--- src/rtl/inst_fetch_unit.sv ---
// Fetch front-end: sequential PC generation, single-outstanding memory fetch, prefetch FIFO to IDU.
// Optional perf counters enabled by defining IFU_PERF_EN.
module inst_fetch_unit #(
  parameter int unsigned          XLEN       = 32,
  parameter logic [XLEN-1:0]      RESET_PC   = 'h8000_0000,
  parameter int unsigned          FIFO_DEPTH = 4
) (
  input  logic            clk,
  input  logic            rst,
  output logic            mem_req_valid,
  input  logic            mem_req_ready,
  output logic [XLEN-1:0] mem_req_addr,
  input  logic            mem_rsp_valid,
  input  logic [31:0]     mem_rsp_data,
  output logic            out_valid,
  input  logic            out_ready,
  output logic [XLEN-1:0] out_pc,
  output logic [31:0]     out_inst,
  input  logic            redirect_valid,
`ifdef IFU_PERF_EN
  output logic [31:0]     perf_fetch_cnt,
  output logic [31:0]     perf_flush_cnt,
  output logic [31:0]     perf_stall_cnt,
`endif
  input  logic [XLEN-1:0] redirect_pc
);

  localparam int unsigned AW = $clog2(FIFO_DEPTH);
  localparam logic [AW:0] DEPTH_C = (AW+1)'(FIFO_DEPTH);

  typedef enum logic [1:0] {S_IDLE, S_REQ, S_WAIT} state_t;

  state_t          r_state;
  logic [XLEN-1:0] r_fetch_pc;
  logic [XLEN-1:0] r_req_pc;
  logic            r_drop;
  logic [XLEN-1:0] r_fifo_pc   [FIFO_DEPTH];
  logic [31:0]     r_fifo_inst [FIFO_DEPTH];
  logic [AW-1:0]   r_wr_ptr;
  logic [AW-1:0]   r_rd_ptr;
  logic [AW:0]     r_count;

  logic            w_accept;
  logic            w_push;
  logic            w_pop;
  logic [AW:0]     w_count_next;
  logic [XLEN-1:0] w_redirect_pc;

  assign w_accept      = (r_state == S_REQ) && mem_req_ready;
  assign w_push        = (r_state == S_WAIT) && mem_rsp_valid && !r_drop && !redirect_valid;
  assign w_pop         = (r_count != '0) && out_ready;
  assign w_count_next  = r_count + (AW+1)'(w_push) - (AW+1)'(w_pop);
  assign w_redirect_pc = redirect_pc & ~XLEN'(3);

  assign mem_req_valid = (r_state == S_REQ);
  assign mem_req_addr  = r_fetch_pc;
  assign out_valid     = (r_count != '0);
  assign out_pc        = out_valid ? r_fifo_pc[r_rd_ptr]   : '0;
  assign out_inst      = out_valid ? r_fifo_inst[r_rd_ptr] : '0;

  always_ff @(posedge clk) begin
    if (rst) begin
      r_state    <= S_IDLE;
      r_fetch_pc <= RESET_PC;
      r_req_pc   <= RESET_PC;
      r_drop     <= 1'b0;
      r_wr_ptr   <= '0;
      r_rd_ptr   <= '0;
      r_count    <= '0;
    end else if (redirect_valid) begin
      r_wr_ptr   <= '0;
      r_rd_ptr   <= '0;
      r_count    <= '0;
      r_fetch_pc <= w_redirect_pc;
      // An in-flight fetch cannot be cancelled, so its response is swallowed via r_drop.
      unique case (r_state)
        S_IDLE: begin
          r_state <= S_REQ;
          r_drop  <= 1'b0;
        end
        S_REQ: begin
          r_state <= w_accept ? S_WAIT : S_REQ;
          r_drop  <= w_accept;
        end
        S_WAIT: begin
          r_state <= mem_rsp_valid ? S_REQ : S_WAIT;
          r_drop  <= !mem_rsp_valid;
        end
        default: r_state <= S_IDLE;
      endcase
    end else begin
      if (w_push) begin
        r_fifo_pc[r_wr_ptr]   <= r_req_pc;
        r_fifo_inst[r_wr_ptr] <= mem_rsp_data;
        r_wr_ptr              <= r_wr_ptr + 1'b1;
      end
      if (w_pop) r_rd_ptr <= r_rd_ptr + 1'b1;
      r_count <= w_count_next;

      unique case (r_state)
        S_IDLE: begin
          if (w_count_next < DEPTH_C) r_state <= S_REQ;
        end
        S_REQ: begin
          if (w_accept) begin
            r_state    <= S_WAIT;
            r_req_pc   <= r_fetch_pc;
            r_fetch_pc <= r_fetch_pc + XLEN'(4);
          end
        end
        S_WAIT: begin
          if (mem_rsp_valid) begin
            r_drop  <= 1'b0;
            r_state <= (w_count_next < DEPTH_C) ? S_REQ : S_IDLE;
          end
        end
        default: r_state <= S_IDLE;
      endcase
    end
  end

`ifdef IFU_PERF_EN
  always_ff @(posedge clk) begin
    if (rst) begin
      perf_fetch_cnt <= '0;
      perf_flush_cnt <= '0;
      perf_stall_cnt <= '0;
    end else begin
      if (w_push)         perf_fetch_cnt <= perf_fetch_cnt + 32'd1;
      if (redirect_valid) perf_flush_cnt <= perf_flush_cnt + 32'd1;
      if (!out_valid)     perf_stall_cnt <= perf_stall_cnt + 32'd1;
    end
  end
`endif

endmodule

--- config.mk ---
export PLATFORM = sky130hd
export DESIGN_NAME = inst_fetch_unit
export DESIGN_NICKNAME = d
export VERILOG_FILES = /design/src/rtl/inst_fetch_unit.sv
export SDC_FILE = /design/constraint.sdc
export NUM_CORES = 1
export LEC_CHECK = 0
export ABC_CLOCK_PERIOD_IN_PS = 8300
export BUFFER_PORTS_ARGS = -buffer_cell sky130_fd_sc_hd__buf_4
export CAP_MARGIN = 20
export CORE_UTILIZATION = 40
export DETAILED_ROUTE_END_ITERATION = 6
export GPL_ROUTABILITY_DRIVEN = 0
export SETUP_SLACK_MARGIN = 0.5
export SLEW_MARGIN = 20
export SYNTH_ARGS = -nofsm -noshare
export SYNTH_HDL_FRONTEND = slang
export SYNTH_SLANG_ARGS = --single-unit
--- constraint.sdc ---
create_clock -name clk -period 8.3 [get_ports clk]
set_input_delay 0.415 -clock clk [delete_from_list [all_inputs] [get_ports clk]]
set_output_delay 0.415 -clock clk [all_outputs]
set_load 0.02 [all_outputs]
==> results_tabular.tex <==
\begin{tabular}{lr}
\hline
Metric & Value \\
\hline
\multicolumn{2}{l}{\textbf{Logic synthesis}} \\
\quad Most common cell in the synthesized netlist & sky130\_fd\_sc\_hd\_\_edfxtp\_1 \\
\quad Yosys Warn Count & 0 \\
\quad Synthesized area & about 13000 um\^{}2 \\
\quad Post-synthesis cell type with the largest combined area & sky130\_fd\_sc\_hd\_\_edfxtp\_1 \\
\quad Post-Synthesis Cells & between 800 and 900 \\
\quad Most frequently used flop master after synthesis & sky130\_fd\_sc\_hd\_\_edfxtp\_1 \\
\quad Top post-synthesis cells by count & sky130\_fd\_sc\_hd\_\_edfxtp\_1 (248), sky130\_fd\_sc\_hd\_\_nand2\_1 (84), sky130\_fd\_sc\_hd\_\_dfxtp\_1 (72) \\
\quad Cell types occupying the most area after synthesis & sky130\_fd\_sc\_hd\_\_edfxtp\_1 (58\%), sky130\_fd\_sc\_hd\_\_dfxtp\_1 (11\%), sky130\_fd\_sc\_hd\_\_mux4\_2 (11\%), sky130\_fd\_sc\_hd\_\_and2\_1 (3.3\%), sky130\_fd\_sc\_hd\_\_nand2\_1 (2.4\%) \\
\quad Mean Syn Cell Area & roughly 15 um\^{}2 \\
\quad Proportion of netlist area held by the largest area contributor & 57.6\% \\
\quad Register bit count reported by yosys & 320 \\
\quad Sequential cell area fraction in the yosys report & 68.8\% \\
\quad Post-synth EDFFs & approximately 250 \\
\quad Share of synthesized flip-flops with an asynchronous set or reset & 0\% \\
\quad Distinct cell type count after synthesis & between 50 and 60 \\
\multicolumn{2}{l}{\textbf{Cells and area}} \\
\quad Count of fill cells added during filler insertion & $\sim$2.7k \\
\quad Total Nets Final & approximately 1.1k \\
\quad Final instance area & approximately 16000 um\^{}2 \\
\quad Final core utilization & 49.3\% \\
\quad Fraction of layout cells with a size suffix above 1 & between 20\% and 30\% \\
\quad Area growth syn-to-layout & 20.8\% \\
\quad Count of inserted antenna diode cells & 0 \\
\multicolumn{2}{l}{\textbf{Clock network}} \\
\quad Max H-tree Level & 2 \\
\quad Clock root buffer master & sky130\_fd\_sc\_hd\_\_clkbuf\_16 \\
\quad Total number of clock tree sinks & 320 \\
\quad Buffer depth of the longest clock path & 3 \\
\quad Number of cells upsized or downsized after cts & 0 \\
\quad TritonCTS buffer count & 36 \\
\quad Number of buffers added for setup after CTS & 0 \\
\quad Clk\_lat worst skew & about 500 ps \\
\quad Number of hold buffers added after cts & 0 \\
\quad Clock-pin slew reported for the worst setup and hold paths after clock tree synthesis & approximately 60 ps \\
\quad CTS tree & done \\
\multicolumn{2}{l}{\textbf{Global route}} \\
\quad Global-route usage over all layers & between 15 and 20\% \\
\quad Maximum number of pins on one net before global-route repair & 65 \\
\quad Global-route wire length before repair & approximately 45000 um \\
\quad Total congestion overflow & 0 \\
\quad Number of global-route vias before repair & approximately 7.8k \\
\quad Antenna violations before repair & 0 \\
\multicolumn{2}{l}{\textbf{Pwr}} \\
\quad Sw Share & around 22\% \\
\quad P\_int & about 0.0028 W \\
\quad Combinational power share & a little under 8\% \\
\quad Power density normalized to cell area & around 230 nW/um\^{}2 \\
\quad Leak pwr & between 5 and 6 nW \\
\quad Clock share of power & a little over two fifths \\
\quad Relative contribution of sequential cells to total power & 50.0\% \\
\quad Peak supply drop & around 0.12 mV \\
\quad Switching power summed over all nets & approximately 0.00080 W \\
\quad Overall power & roughly 0.0036 W \\
\multicolumn{2}{l}{\textbf{Setup path}} \\
\quad Start-to-end type of the worst setup path & reg -> out \\
\quad Worst setup SP type & register \\
\quad CP endpoint kind & output port \\
\quad Critical Path, Cell by Cell & buf\_4, mux4\_2, and2\_1, buf\_4 \\
\quad Required time worst endpoint & 7890 ps \\
\quad Crit path buffers/inverters & 2 \\
\quad Slowest library cell on the worst path & sky130\_fd\_sc\_hd\_\_buf\_4 \\
\quad Logic depth of the worst register-to-register path & 12 \\
\quad CP peak stage delay & 820 ps \\
\quad Most used cell, CP & sky130\_fd\_sc\_hd\_\_buf\_4 \\
\quad Worst Path Max Fanout & 47 \\
\quad Arr. time, crit path & slightly below 3000 ps \\
\quad Dominant delay contributor by cell family on the critical path & buffers and inverters \\
\quad Cell depth of the worst setup path & 4 \\
\multicolumn{2}{l}{\textbf{Placed design}} \\
\quad Detailed placement HPWL & between 15000 and 20000 um \\
\quad Count of input and output buffers & 161 \\
\quad Post-Place Cell Area & between 10000 and 15000 um\^{}2 \\
\multicolumn{2}{l}{\textbf{Floorplan}} \\
\quad Floorplan core area & approximately 32000 um\^{}2 \\
\quad Die W & between 150 and 200 um \\
\quad Boundary pin count & 168 \\
\quad Die area & between 30000 and 40000 um\^{}2 \\
\quad Floorplan die height & around 180 um \\
\quad \# rows & 65 \\
\quad Effective utilization at floorplan & between 40 and 50\% \\
\multicolumn{2}{l}{\textbf{Timing}} \\
\quad Setup clock skew after layout & approximately 11 ps \\
\quad Final hold violation count & 0 \\
\quad Maximum operating frequency & 298 MHz \\
\quad Fin Setup TNS & 0 ps \\
\quad Final critical delay including setup and external delays & roughly 3400 ps \\
\quad Period utilization & roughly two fifths \\
\quad Unrepaired setup endpoints after global routing & false \\
\quad Count of endpoints failing setup in the final report & 0 \\
\quad Slew @ Worst Pin & around 1100 ps \\
\quad Pins Over Slew Limit & 0 \\
\quad Worst relative slew slack & between 20 and 30\% \\
\multicolumn{2}{l}{\textbf{Detailed routing}} \\
\quad Violation count after the first detailed-routing iteration & $\sim$450 \\
\quad Via count normalized by instance count & about 5.4 \\
\quad Vias after detailed routing & 7611 \\
\quad Total wire length after detailed routing & roughly 29000 um \\
\quad ANT nets after route & 0 \\
\quad Number of iterations in the first detailed-routing pass & 5 \\
\quad Routed WL per cell & about 20 um \\
\quad DRC viols & 0 \\
\multicolumn{2}{l}{\textbf{Worst hold path}} \\
\quad Path type of the worst min-delay path & in -> reg \\
\quad Cell depth of the worst hold path & 1 \\
\multicolumn{2}{l}{\textbf{Run}} \\
\quad Count of max-cap constraint violations & 0 \\
\multicolumn{2}{l}{\textbf{Run status}} \\
\quad Run status & complete, no violations \\
\hline
\end{tabular}
-- cell families after synthesis --
| family | count (synthesis) | share of synthesized area [%] |
|---|---|---|
| muxes | 63 | 10.9 |
| buffers and inverters | 71 | 2.23 |
| adders and majority gates | 12 | 1.22 |
| DFF | 320 | 68.8 |
| other | 1 | 0.0290 |
| xor gates and xnor gates | 14 | 1.06 |
| and+or+nand+nor | 263 | 10.9 |
| AOI/OAI and AO/OA | 94 | 4.86 |
-- final timing paths --
check	slack (ps)	endpoint	from
setup / recovery	4950	out_pc[16]	register
hold / removal	120	r_fifo_inst[0][24]	mem_rsp_data[24]
setup reg to reg	5020	r_state[0]	r_state[0]
hold reg to reg	470	r_drop	r_drop
-- stage by stage --
step           hold WS, ps  setup slack, ps  std cells
3_5_place_dp           468             5000       1355
3_3_place_gp           468             5070       1355
2_1_floorplan          449             5150        841
4_1_cts                101             4840       1419
5_1_grt               98.5             4680       1419
6_report               122             4950       1419
-- registers in the layout, summed over array words and instances (netlist names), named ones only --
name	count
r_rd_ptr	2
r_fifo_inst	128
r_wr_ptr	2
r_drop	1
r_fifo_pc	120
mem_req_addr	30
r_req_pc	30
r_count	3
r_state	2
-- power groups by stage --
stage	sequential, W	clock, W	combinational, W
finish	0.00179	0.00151	0.000278
global route	0.00179	0.00160	0.000304
CTS	0.00179	0.00154	0.000282
detailed placement	0.00182	0	0.000281
global placement	0.00182	0	0.000279
floorplan	0.00182	0	0.000152
-- cell usage in the layout (no fill, tap or decap), types with 16 or more instances in the layout --
| master | synthesis | routed |
|---|---|---|
| sky130_fd_sc_hd__a21oi_1 | 38 | 38 |
| sky130_fd_sc_hd__and2_1 | 69 | 65 |
| sky130_fd_sc_hd__buf_4 | 4 | 166 |
| sky130_fd_sc_hd__clkbuf_16 | 0 | 38 |
| sky130_fd_sc_hd__dfxtp_1 | 72 | 70 |
| sky130_fd_sc_hd__edfxtp_1 | 248 | 248 |
| sky130_fd_sc_hd__inv_1 | 16 | 16 |
| sky130_fd_sc_hd__mux4_2 | 62 | 62 |
| sky130_fd_sc_hd__nand2_1 | 84 | 84 |
| sky130_fd_sc_hd__nor2_1 | 30 | 29 |
-- worst register-to-register path, stage by stage, from the launching register on --
cell and delay (ps):
sky130_fd_sc_hd__dfxtp_1 320, sky130_fd_sc_hd__inv_1 90, sky130_fd_sc_hd__ha_1 210, sky130_fd_sc_hd__nand2_1 80, sky130_fd_sc_hd__or3_1 410, sky130_fd_sc_hd__ha_1 310, sky130_fd_sc_hd__inv_1 40, sky130_fd_sc_hd__ha_1 190
sky130_fd_sc_hd__fa_1 370, sky130_fd_sc_hd__xor3_1 230, sky130_fd_sc_hd__o211a_1 260, sky130_fd_sc_hd__or2_2 290, sky130_fd_sc_hd__o311ai_0 340
-- layout make-up --
type                       instances  area [um^2]  area share, %
clock inverter                    15          124          0.794
inverter                          17         63.8          0.409
clock buffer                      49         1000           6.42
tap                              402          503           3.22
timing repair buffer             166         1250           7.98
sequential                       320         8900           57.0
multi-input combinational        450         3770           24.2
-- per-layer routing --
layer	track usage, %	part of all wire (%)
met2	28.0	46
met3	3.71	6.4
met1	24.6	46
met5	0	0
met4	4.51	1.8
Note: power is estimated with default switching activity, not from simulation.
